## src/rtl/serial_subtractor_pkg.sv

```systemverilog
`default_nettype none
// +--------------------------------------------------------------------+
// | serial_subtractor_pkg: FSM state encoding shared by the subtractor. |
// | Rev 1.0                                                            |
// +--------------------------------------------------------------------+
package serial_subtractor_pkg;

   localparam int SS_STATE_W = 2;

   localparam logic [SS_STATE_W-1:0] SS_IDLE = 2'd0;
   localparam logic [SS_STATE_W-1:0] SS_BUSY = 2'd1;
   localparam logic [SS_STATE_W-1:0] SS_DONE = 2'd2;

endpackage
`default_nettype wire

```

## src/rtl/serial_subtractor_if.sv

```systemverilog
`default_nettype none
// +--------------------------------------------------------------------+
// | serial_subtractor_if: start/done handshake, operands and results.   |
// | Rev 1.0                                                            |
// +--------------------------------------------------------------------+
interface serial_subtractor_if #(
   parameter int WIDTH = 4
);
   logic             start;
   logic [WIDTH-1:0] a;
   logic [WIDTH-1:0] b;
   logic             busy;
   logic             done;
   logic [WIDTH-1:0] diff;
   logic             borrow;
   logic             overflow;

   modport master (
      output start, a, b,
      input  busy, done, diff, borrow, overflow
   );

   modport slave (
      input  start, a, b,
      output busy, done, diff, borrow, overflow
   );
endinterface
`default_nettype wire

```

## src/rtl/serial_subtractor_fa.sv

```systemverilog
`default_nettype none
// +--------------------------------------------------------------------+
// | serial_subtractor_fa: 1-bit full adder used as the bit-slice.       |
// | Rev 1.0                                                            |
// +--------------------------------------------------------------------+
module serial_subtractor_fa (
   input  logic a_i,
   input  logic b_i,
   input  logic c_i,
   output logic s_o,
   output logic co_o
);
   assign s_o  = a_i ^ b_i ^ c_i;
   assign co_o = (a_i & b_i) | (a_i & c_i) | (b_i & c_i);
endmodule
`default_nettype wire

```

## src/rtl/serial_subtractor.sv

```systemverilog
`default_nettype none
// +--------------------------------------------------------------------+
// | serial_subtractor: bit-serial A - B, LSB first, one bit per clock.  |
// | Rev 1.0                                                            |
// +--------------------------------------------------------------------+
module serial_subtractor
   import serial_subtractor_pkg::*;
#(
   parameter int WIDTH = 4
) (
   input  logic               clk,
   input  logic               rst_n,
   serial_subtractor_if.slave bus_if
);
   localparam int                CNT_W    = (WIDTH > 2) ? $clog2(WIDTH) : 1;
   localparam logic [CNT_W-1:0]  CNT_LAST = CNT_W'(WIDTH - 1);

   logic [SS_STATE_W-1:0] state_q, state_d;
   logic [WIDTH-1:0]      a_sr_q, a_sr_d;
   logic [WIDTH-1:0]      b_sr_q, b_sr_d;
   logic [WIDTH-1:0]      res_sr_q, res_sr_d;
   logic [WIDTH-1:0]      diff_q, diff_d;
   logic [CNT_W-1:0]      cnt_q, cnt_d;
   logic                  carry_q, carry_d;
   logic                  a_msb_q, a_msb_d;
   logic                  b_msb_q, b_msb_d;
   logic                  borrow_q, borrow_d;
   logic                  ovf_q, ovf_d;
   logic                  fa_sum;
   logic                  fa_cout;

   // Subtract as a + ~b + 1: subtrahend bit inverted, carry flop seeded with 1.
   serial_subtractor_fa u_fa (
      .a_i  (a_sr_q[0]),
      .b_i  (~b_sr_q[0]),
      .c_i  (carry_q),
      .s_o  (fa_sum),
      .co_o (fa_cout)
   );

   always_comb begin
      state_d  = state_q;
      a_sr_d   = a_sr_q;
      b_sr_d   = b_sr_q;
      res_sr_d = res_sr_q;
      diff_d   = diff_q;
      cnt_d    = cnt_q;
      carry_d  = carry_q;
      a_msb_d  = a_msb_q;
      b_msb_d  = b_msb_q;
      borrow_d = borrow_q;
      ovf_d    = ovf_q;
      case (state_q)
         SS_IDLE: begin
            if (bus_if.start) begin
               a_sr_d  = bus_if.a;
               b_sr_d  = bus_if.b;
               a_msb_d = bus_if.a[WIDTH-1];
               b_msb_d = bus_if.b[WIDTH-1];
               carry_d = 1'b1;
               cnt_d   = '0;
               state_d = SS_BUSY;
            end
         end
         SS_BUSY: begin
            res_sr_d = {fa_sum, res_sr_q[WIDTH-1:1]};
            carry_d  = fa_cout;
            a_sr_d   = a_sr_q >> 1;
            b_sr_d   = b_sr_q >> 1;
            cnt_d    = cnt_q + CNT_W'(1);
            if (cnt_q == CNT_LAST) begin
               diff_d   = {fa_sum, res_sr_q[WIDTH-1:1]};
               borrow_d = ~fa_cout;
               ovf_d    = (a_msb_q ^ b_msb_q) & (fa_sum ^ a_msb_q);
               state_d  = SS_DONE;
            end
         end
         SS_DONE: state_d = SS_IDLE;
         default: state_d = SS_IDLE;
      endcase
   end

   always_ff @(posedge clk) begin
      if (!rst_n) begin
         state_q  <= SS_IDLE;
         a_sr_q   <= '0;
         b_sr_q   <= '0;
         res_sr_q <= '0;
         diff_q   <= '0;
         cnt_q    <= '0;
         carry_q  <= 1'b0;
         a_msb_q  <= 1'b0;
         b_msb_q  <= 1'b0;
         borrow_q <= 1'b0;
         ovf_q    <= 1'b0;
      end else begin
         state_q  <= state_d;
         a_sr_q   <= a_sr_d;
         b_sr_q   <= b_sr_d;
         res_sr_q <= res_sr_d;
         diff_q   <= diff_d;
         cnt_q    <= cnt_d;
         carry_q  <= carry_d;
         a_msb_q  <= a_msb_d;
         b_msb_q  <= b_msb_d;
         borrow_q <= borrow_d;
         ovf_q    <= ovf_d;
      end
   end

   assign bus_if.busy     = (state_q == SS_BUSY);
   assign bus_if.done     = (state_q == SS_DONE);
   assign bus_if.diff     = diff_q;
   assign bus_if.borrow   = borrow_q;
   assign bus_if.overflow = ovf_q;

endmodule
`default_nettype wire

```

## src/flat_wrapper.sv

```systemverilog
// flat-port wrapper written by rule: the top's interface ports become plain ports
module serial_subtractor_flat import serial_subtractor_pkg::*;
#(
   parameter int WIDTH = 4
)
  (clk, rst_n, bus_if_start, bus_if_a, bus_if_b, bus_if_busy, bus_if_done, bus_if_diff, bus_if_borrow, bus_if_overflow);
  serial_subtractor_if #(.WIDTH(WIDTH)) bus_if_i ();
  input  logic clk;
  input  logic rst_n;
  input wire logic [$bits(bus_if_i.start)-1:0] bus_if_start;
  input wire logic [$bits(bus_if_i.a)-1:0] bus_if_a;
  input wire logic [$bits(bus_if_i.b)-1:0] bus_if_b;
  output wire logic [$bits(bus_if_i.busy)-1:0] bus_if_busy;
  output wire logic [$bits(bus_if_i.done)-1:0] bus_if_done;
  output wire logic [$bits(bus_if_i.diff)-1:0] bus_if_diff;
  output wire logic [$bits(bus_if_i.borrow)-1:0] bus_if_borrow;
  output wire logic [$bits(bus_if_i.overflow)-1:0] bus_if_overflow;
  assign bus_if_i.start = bus_if_start;
  assign bus_if_i.a = bus_if_a;
  assign bus_if_i.b = bus_if_b;
  assign bus_if_busy = bus_if_i.busy;
  assign bus_if_done = bus_if_i.done;
  assign bus_if_diff = bus_if_i.diff;
  assign bus_if_borrow = bus_if_i.borrow;
  assign bus_if_overflow = bus_if_i.overflow;
  serial_subtractor #(.WIDTH(WIDTH)) u_core (.clk(clk), .rst_n(rst_n), .bus_if(bus_if_i));
endmodule
```

## config.mk

```make
export PLATFORM = sky130hd
export DESIGN_NAME = serial_subtractor_flat
export DESIGN_NICKNAME = d
export VERILOG_FILES = /design/src/rtl/serial_subtractor_pkg.sv /design/src/rtl/serial_subtractor_if.sv /design/src/rtl/serial_subtractor_fa.sv /design/src/rtl/serial_subtractor.sv /design/src/flat_wrapper.sv
export SDC_FILE = /design/constraint.sdc
export NUM_CORES = 1
export LEC_CHECK = 0
export BUFFER_PORTS_ARGS = -buffer_cell sky130_fd_sc_hd__buf_2
export CAP_MARGIN = 20
export CORE_ASPECT_RATIO = 1.4
export CORE_MARGIN = 2
export CORE_UTILIZATION = 35
export DETAILED_ROUTE_END_ITERATION = 16
export GPL_TIMING_DRIVEN = 0
export MAX_ROUTING_LAYER = met4
export PLACE_DENSITY = 0.64
export SETUP_SLACK_MARGIN = 0.2
export SYNTH_ARGS = -nofsm -noshare
export SYNTH_HDL_FRONTEND = slang
export SYNTH_SLANG_ARGS = --single-unit
```

## constraint.sdc

```tcl
create_clock -name clk -period 1.36 [get_ports clk]
set_input_delay 0.204 -clock clk [delete_from_list [all_inputs] [get_ports clk]]
set_output_delay 0.204 -clock clk [all_outputs]
set_load 0.02 [all_outputs]
```

# --- After elaboration in Yosys (flattened, before gate mapping) ---
# Cells that the tools add are included.
totals:
  register_bits: 25
  in_bits: 11
  out_inout_bits: 8
  elab_cells: 46
classes:
  n_addsub: 1
  n_eq_ne: 5
  n_mux: 11
  n_bitwise: 12
  reduce_logical: 6
op_table:
  columns: ["cell", "count"]
  rows:
  - ["$pmux W4 S2", 2]
  - ["$mux W4", 2]
  - ["$pmux W2 S2", 2]
  - ["$reduce_and A2 Y1", 4]
  - ["$mux W2", 3]
  - ["$and A1 B1 Y1", 4]
  - ["$eq A2 B2 Y1 const B", 2]
  - ["$xor A1 B1 Y1", 4]
  - ["$add A2 B1 Y2 const B", 1]
  - ["$eq A2 B1 Y1 const B", 1]
  - ["$logic_not A2 Y1", 1]
  - ["$ne A2 B1 Y1 const B", 1]
  - ["$ne A2 B2 Y1 const B", 1]
  - ["$not A1 Y1", 2]
  - ["$or A1 B1 Y1", 2]
  - ["$pmux W1 S2", 1]
  - ["$reduce_bool A2 Y1", 1]
  - ["$mux W1", 1]

# --- Longest topological paths before layout ---
depth:
  depth_word: 5
  mapped_depth: 5

# --- Cells and area by module ---
# A second synthesis with hierarchy kept.
unflattened:
  hier_cells: 103
  area_unflattened_um2: 1064.8
by_module_without_submodules:
  columns: ["module", "n_inst", "cells_each", "area_per_inst_um2", "seq_area_each_um2"]
  rows:
  - ["serial_subtractor", 1, 102, 1044.8, 480.5]
  - ["serial_subtractor_fa", 1, 1, 20.0, 0.0]

# --- Least setup slack after synthesis ---
# No wires, ideal clock.
synth_timing:
  path_type: "reg2reg"
  start: "register u_core.b_sr_q[0]"
  end: "register u_core.ovf_q, in the netlist u_core.bus_if.overflow"
  setup_time_ns: 0.122
  t_arrival_ns: 1.205
  required_time_ns: 1.238
  setup_slack_ns: 0.032
  stages_incl_launch_ff: 6
  path_buffers: 0
  synth_period_minus_slack_ns: 1.328
  cell_sequence: "dfxtp_1 > inv_1 > fa_1 > and3b_1 > nor3_1 > nor3_1"
synth_via:
  elab_chain_cells: 5
synth_rtl:
  columns: ["element", "line_no", "source"]
  rows:
  - ["from (decl)", "serial_subtractor.sv:20", "logic [WIDTH-1:0] b_sr_q, b_sr_d;"]
  - ["from (signal assigned)", "serial_subtractor.sv:99", "b_sr_q <= b_sr_d;"]
  - ["$not A1 Y1", "serial_subtractor.sv:35", ".b_i (~b_sr_q[0]),"]
  - ["$xor A1 B1 Y1 (2 in series)", "serial_subtractor_fa.sv:13", "assign s_o = a_i ^ b_i ^ c_i;"]
  - ["net u_core.fa_sum", "serial_subtractor.sv:29", "logic fa_sum;"]
  - ["$xor A1 B1 Y1", "serial_subtractor.sv:74", "ovf_d = (a_msb_q ^ b_msb_q) & (fa_sum ^ a_msb_q);"]
  - ["$and A1 B1 Y1", "serial_subtractor.sv:74", null]
  - ["to (signal assigned)", "serial_subtractor.sv:107", "ovf_q <= ovf_d;"]
  - ["to (decl)", "serial_subtractor.sv:28", "logic ovf_q, ovf_d;"]
# The timed path passes the listed nets, and every way through them passes these cells.
# A chain may end at the register's enable or synchronous reset.

# --- Worst setup path in the final report ---
layout_timing:
  start: "register u_core.a_sr_q[0]"
  end: "register u_core.ovf_q, in the netlist u_core.bus_if.overflow"
layout_via:
  elab_chain_cells: 4
layout_rtl:
  columns: ["element", "line_no", "source"]
  rows:
  - ["from (decl)", "serial_subtractor.sv:19", "logic [WIDTH-1:0] a_sr_q, a_sr_d;"]
  - ["from (signal assigned)", "serial_subtractor.sv:98", "a_sr_q <= a_sr_d;"]
  - ["$xor A1 B1 Y1 (2 in series)", "serial_subtractor_fa.sv:13", null]
  - ["net u_core.fa_sum", "serial_subtractor.sv:29", null]
  - ["$xor A1 B1 Y1", "serial_subtractor.sv:74", null]
  - ["$and A1 B1 Y1", "serial_subtractor.sv:74", null]
# The timed path passes the listed nets, and every way through them passes these cells.

==> results_dict.tcl <==
set metrics [dict create \
    ys_types 25 \
    netSwitchingPower_uw 392 \
    powerDensity_nw_per_um2 1070 \
    endpoint_kind "flip-flop" \
    cts.sinks 24 \
    nNetsFinal 148 \
    crit_type "reg -> reg" \
    final_cell_mix "dfxtp_1, buf_2, mux2i_1" \
    grt_util_all_layers_pct 14.4 \
    ys.warnings.count 0 \
    io_pins 19 \
    synth_top_cell_by_area "dfxtp_1" \
    syn_inst 104 \
    grt_pass1_wl_mm 3.59 \
    slew_violations 0 \
    tightest_slew_ns 0.424 \
    gp_congestion 0.699 \
    core_area_um2 2850 \
    clk_latency_ns 0.27 \
    dieHeight_um 68.5 \
    cts_root_buffer "clkbuf_8" \
    grt_max_degree 14 \
    final-hold-violation-count 0 \
    syn-num-nets 117 \
    p_comb_share_pct 18.9 \
    max-slew-margin-rel_pct 71.8 \
    overflow 0 \
    run_status "complete, but fails checks" \
    postRouteAntennaNets 0 \
    syn_avg_cell_area_um2 10.0 \
    dieArea_um2 3430 \
    antenna_found_initial 0 \
    peakVddDrop_mv 0.612 \
    grt_pass1_vias 809 \
    ys_ff_latch 24 \
    required_ns 1.55 \
    start_kind "flip-flop" \
    yosys-top-cells-area "dfxtp_1, mux2i_1, a211oi_2, nor2_1, a21oi_1" \
    hp-class "in -> reg" \
    drt_wl_total_mm 2.29 \
    cts_tree "built" \
    antenna_cells_inserted 0 \
    cts_buffers 3 \
    syn_to_final_growth_pct 39.8 \
    clk_pin_slew_worst_paths_ns 0.08 \
    leakagePower_uw 0.000614 \
    vias 851 \
    start_util_pct 36.5 \
    power_uw 1550 \
    drt_iter0_drc 22 \
    cellInternalPower_uw 1160 \
    ctsLongestPathBuffers 2 \
    p_clk_share_pct 31.1 \
    final_common_cell "dfxtp_1" \
    postLayoutCellArea_um2 1450 \
    swShare_pct 25.3 \
    crit_arrival_ns 1.57 \
    fin_crit_ns 1.38 \
    dr.pass1.iters 4 \
    rows 23 \
    cts.htree.levels 1 \
    synth_top_cell_area_share_pct 46.2 \
    post_drt_wl_per_cell_um 13.4 \
    setup_ws_ns -0.0184 \
    power_frac_seq_pct 50.0 \
    via_per_inst 4.98 \
    critPathMaxFanout 3 \
    post-route-period-util_pct 101 \
    syn_area_um2 1040 \
    hpwl_mm 1.51 \
    dpl-instance-area_um2 1180 \
    portBuffers 18 \
    die_x_um 50.1 \
    yosysSeqAreaShare_pct 46.2 \
    skew_ns 0.00340 \
    final_layout_size_suffix_gt1_share_pct 48.5 \
    rsz0062_at_grt "true" \
    violations "negative setup slack" \
    setup_violations 1 \
    maxCapViolCount 0 \
    drc 0 \
    max_freq_mhz 725 \
]
-- logic make-up (layout without fill, tap and decap cells) --
| logic type | count (synthesis) | in the layout | share of synthesized area [%] |
|---|---|---|---|
| AOI/OAI and AO/OA | 22 | 22 | 17.1 |
| adders and majority gates | 2 | 2 | 3.13 |
| buffers and inverters | 9 | 39 | 5.29 |
| DFF | 24 | 24 | 46.2 |
| muxes | 11 | 11 | 10.6 |
| and+or+nand+nor | 36 | 36 | 17.7 |
-- flip-flops by register name, summed over array words and instances (netlist names) --
register	cells
u_core.a_msb_q	1
u_core.cnt_q	2
u_core.bus_if.diff	4
u_core.bus_if.borrow	1
u_core.res_sr_q	3
u_core.b_msb_q	1
u_core.bus_if.overflow	1
u_core.state_q	2
u_core.a_sr_q	4
u_core.b_sr_q	4
u_core.carry_q	1
-- per-stage QoR --
step	setup slack, ns	TNS (ns)	utilization (%)	cells	hold slack [ns]
3_3_place_gp	-0.0656	-0.0656	41.3	159	0.444
3_5_place_dp	-0.0584	-0.0584	41.3	159	0.456
6_report	-0.0184	-0.0184	51.0	171	0.188
5_1_grt	-0.107	-0.180	51.0	171	0.196
2_1_floorplan	0.0524	0	-	104	0.363
4_1_cts	-0.0172	-0.0172	48.0	168	0.192
-- worst paths after layout --
| path | start | endpoint | slack (ns) | cells past startpoint |
|---|---|---|---|---|
| hold / removal | bus_if_a[3] | u_core.a_sr_q[3] | 0.19 | 3 |
| hold reg to reg | u_core.cnt_q[0] | u_core.cnt_q[0] | 0.46 | 1 |
| setup reg to reg | u_core.a_sr_q[0] | u_core.bus_if.overflow | -0.02 | 4 |
| setup / recovery | u_core.a_sr_q[0] | u_core.bus_if.overflow | -0.02 | 4 |
-- synthesized netlist by cell type, drive strengths merged --
cell type	instances
buf	5
mux2i	11
nor2	14
ha	1
and3b	1
a21oi	10
nor3	4
inv	3
o21ai	3
a311oi	1
nand2	6
a211oi	7
fa	1
nor2b	3
clkbuf	1
nand3	3
o21ba	1
dfxtp	24
nand3b	1
nand2b	2
nor3b	2
-- per-layer routing --
metal / GRT usage (%) / wire length, um / vias up
li1: - / - / 421
met5: - / 0 / -
met3: 2.80 / 77 / 4
met4: 7.29 / 32 / 0
met1: 15.5 / 937 / 412
met2: 25.3 / 1250 / 14
-- power by group through the flow --
stage / clock, uW / combinational [uW] / sequential, uW
finish: 483 / 293 / 776
global route: 519 / 316 / 781
CTS: 502 / 263 / 769
detailed placement: 0 / 199 / 782
global placement: 0 / 193 / 780
floorplan: 0 / 150 / 776
-- timing repair --
item                       CTS  global route
setup buffers                4             3
gates cloned                 1             0
hold buffers                 0             0
pin swaps                    3             3
setup endpoints to repair   11            17
resized for setup           24            13
-- layout make-up --
| class | instances | area (um2) |
|---|---|---|
| Fill cell | 255 | 1400 |
| Sequential cell | 24 | 488 |
| Tap cell | 37 | 46.3 |
| Inverter | 3 | 11.3 |
| Timing Repair Buffer | 26 | 203 |
| Multi-Input combinational cell | 71 | 588 |
| Buffer | 6 | 62.6 |
| Clock buffer | 4 | 55.1 |
-- worst max-delay path, stage by stage, from the launching register on --
cell	delay [ns]
dfxtp_2	0.34
fa_2	0.62
and3b_1	0.17
nor3_1	0.04
nor3_1	0.13
Note: power is estimated with default switching activity, not from simulation.
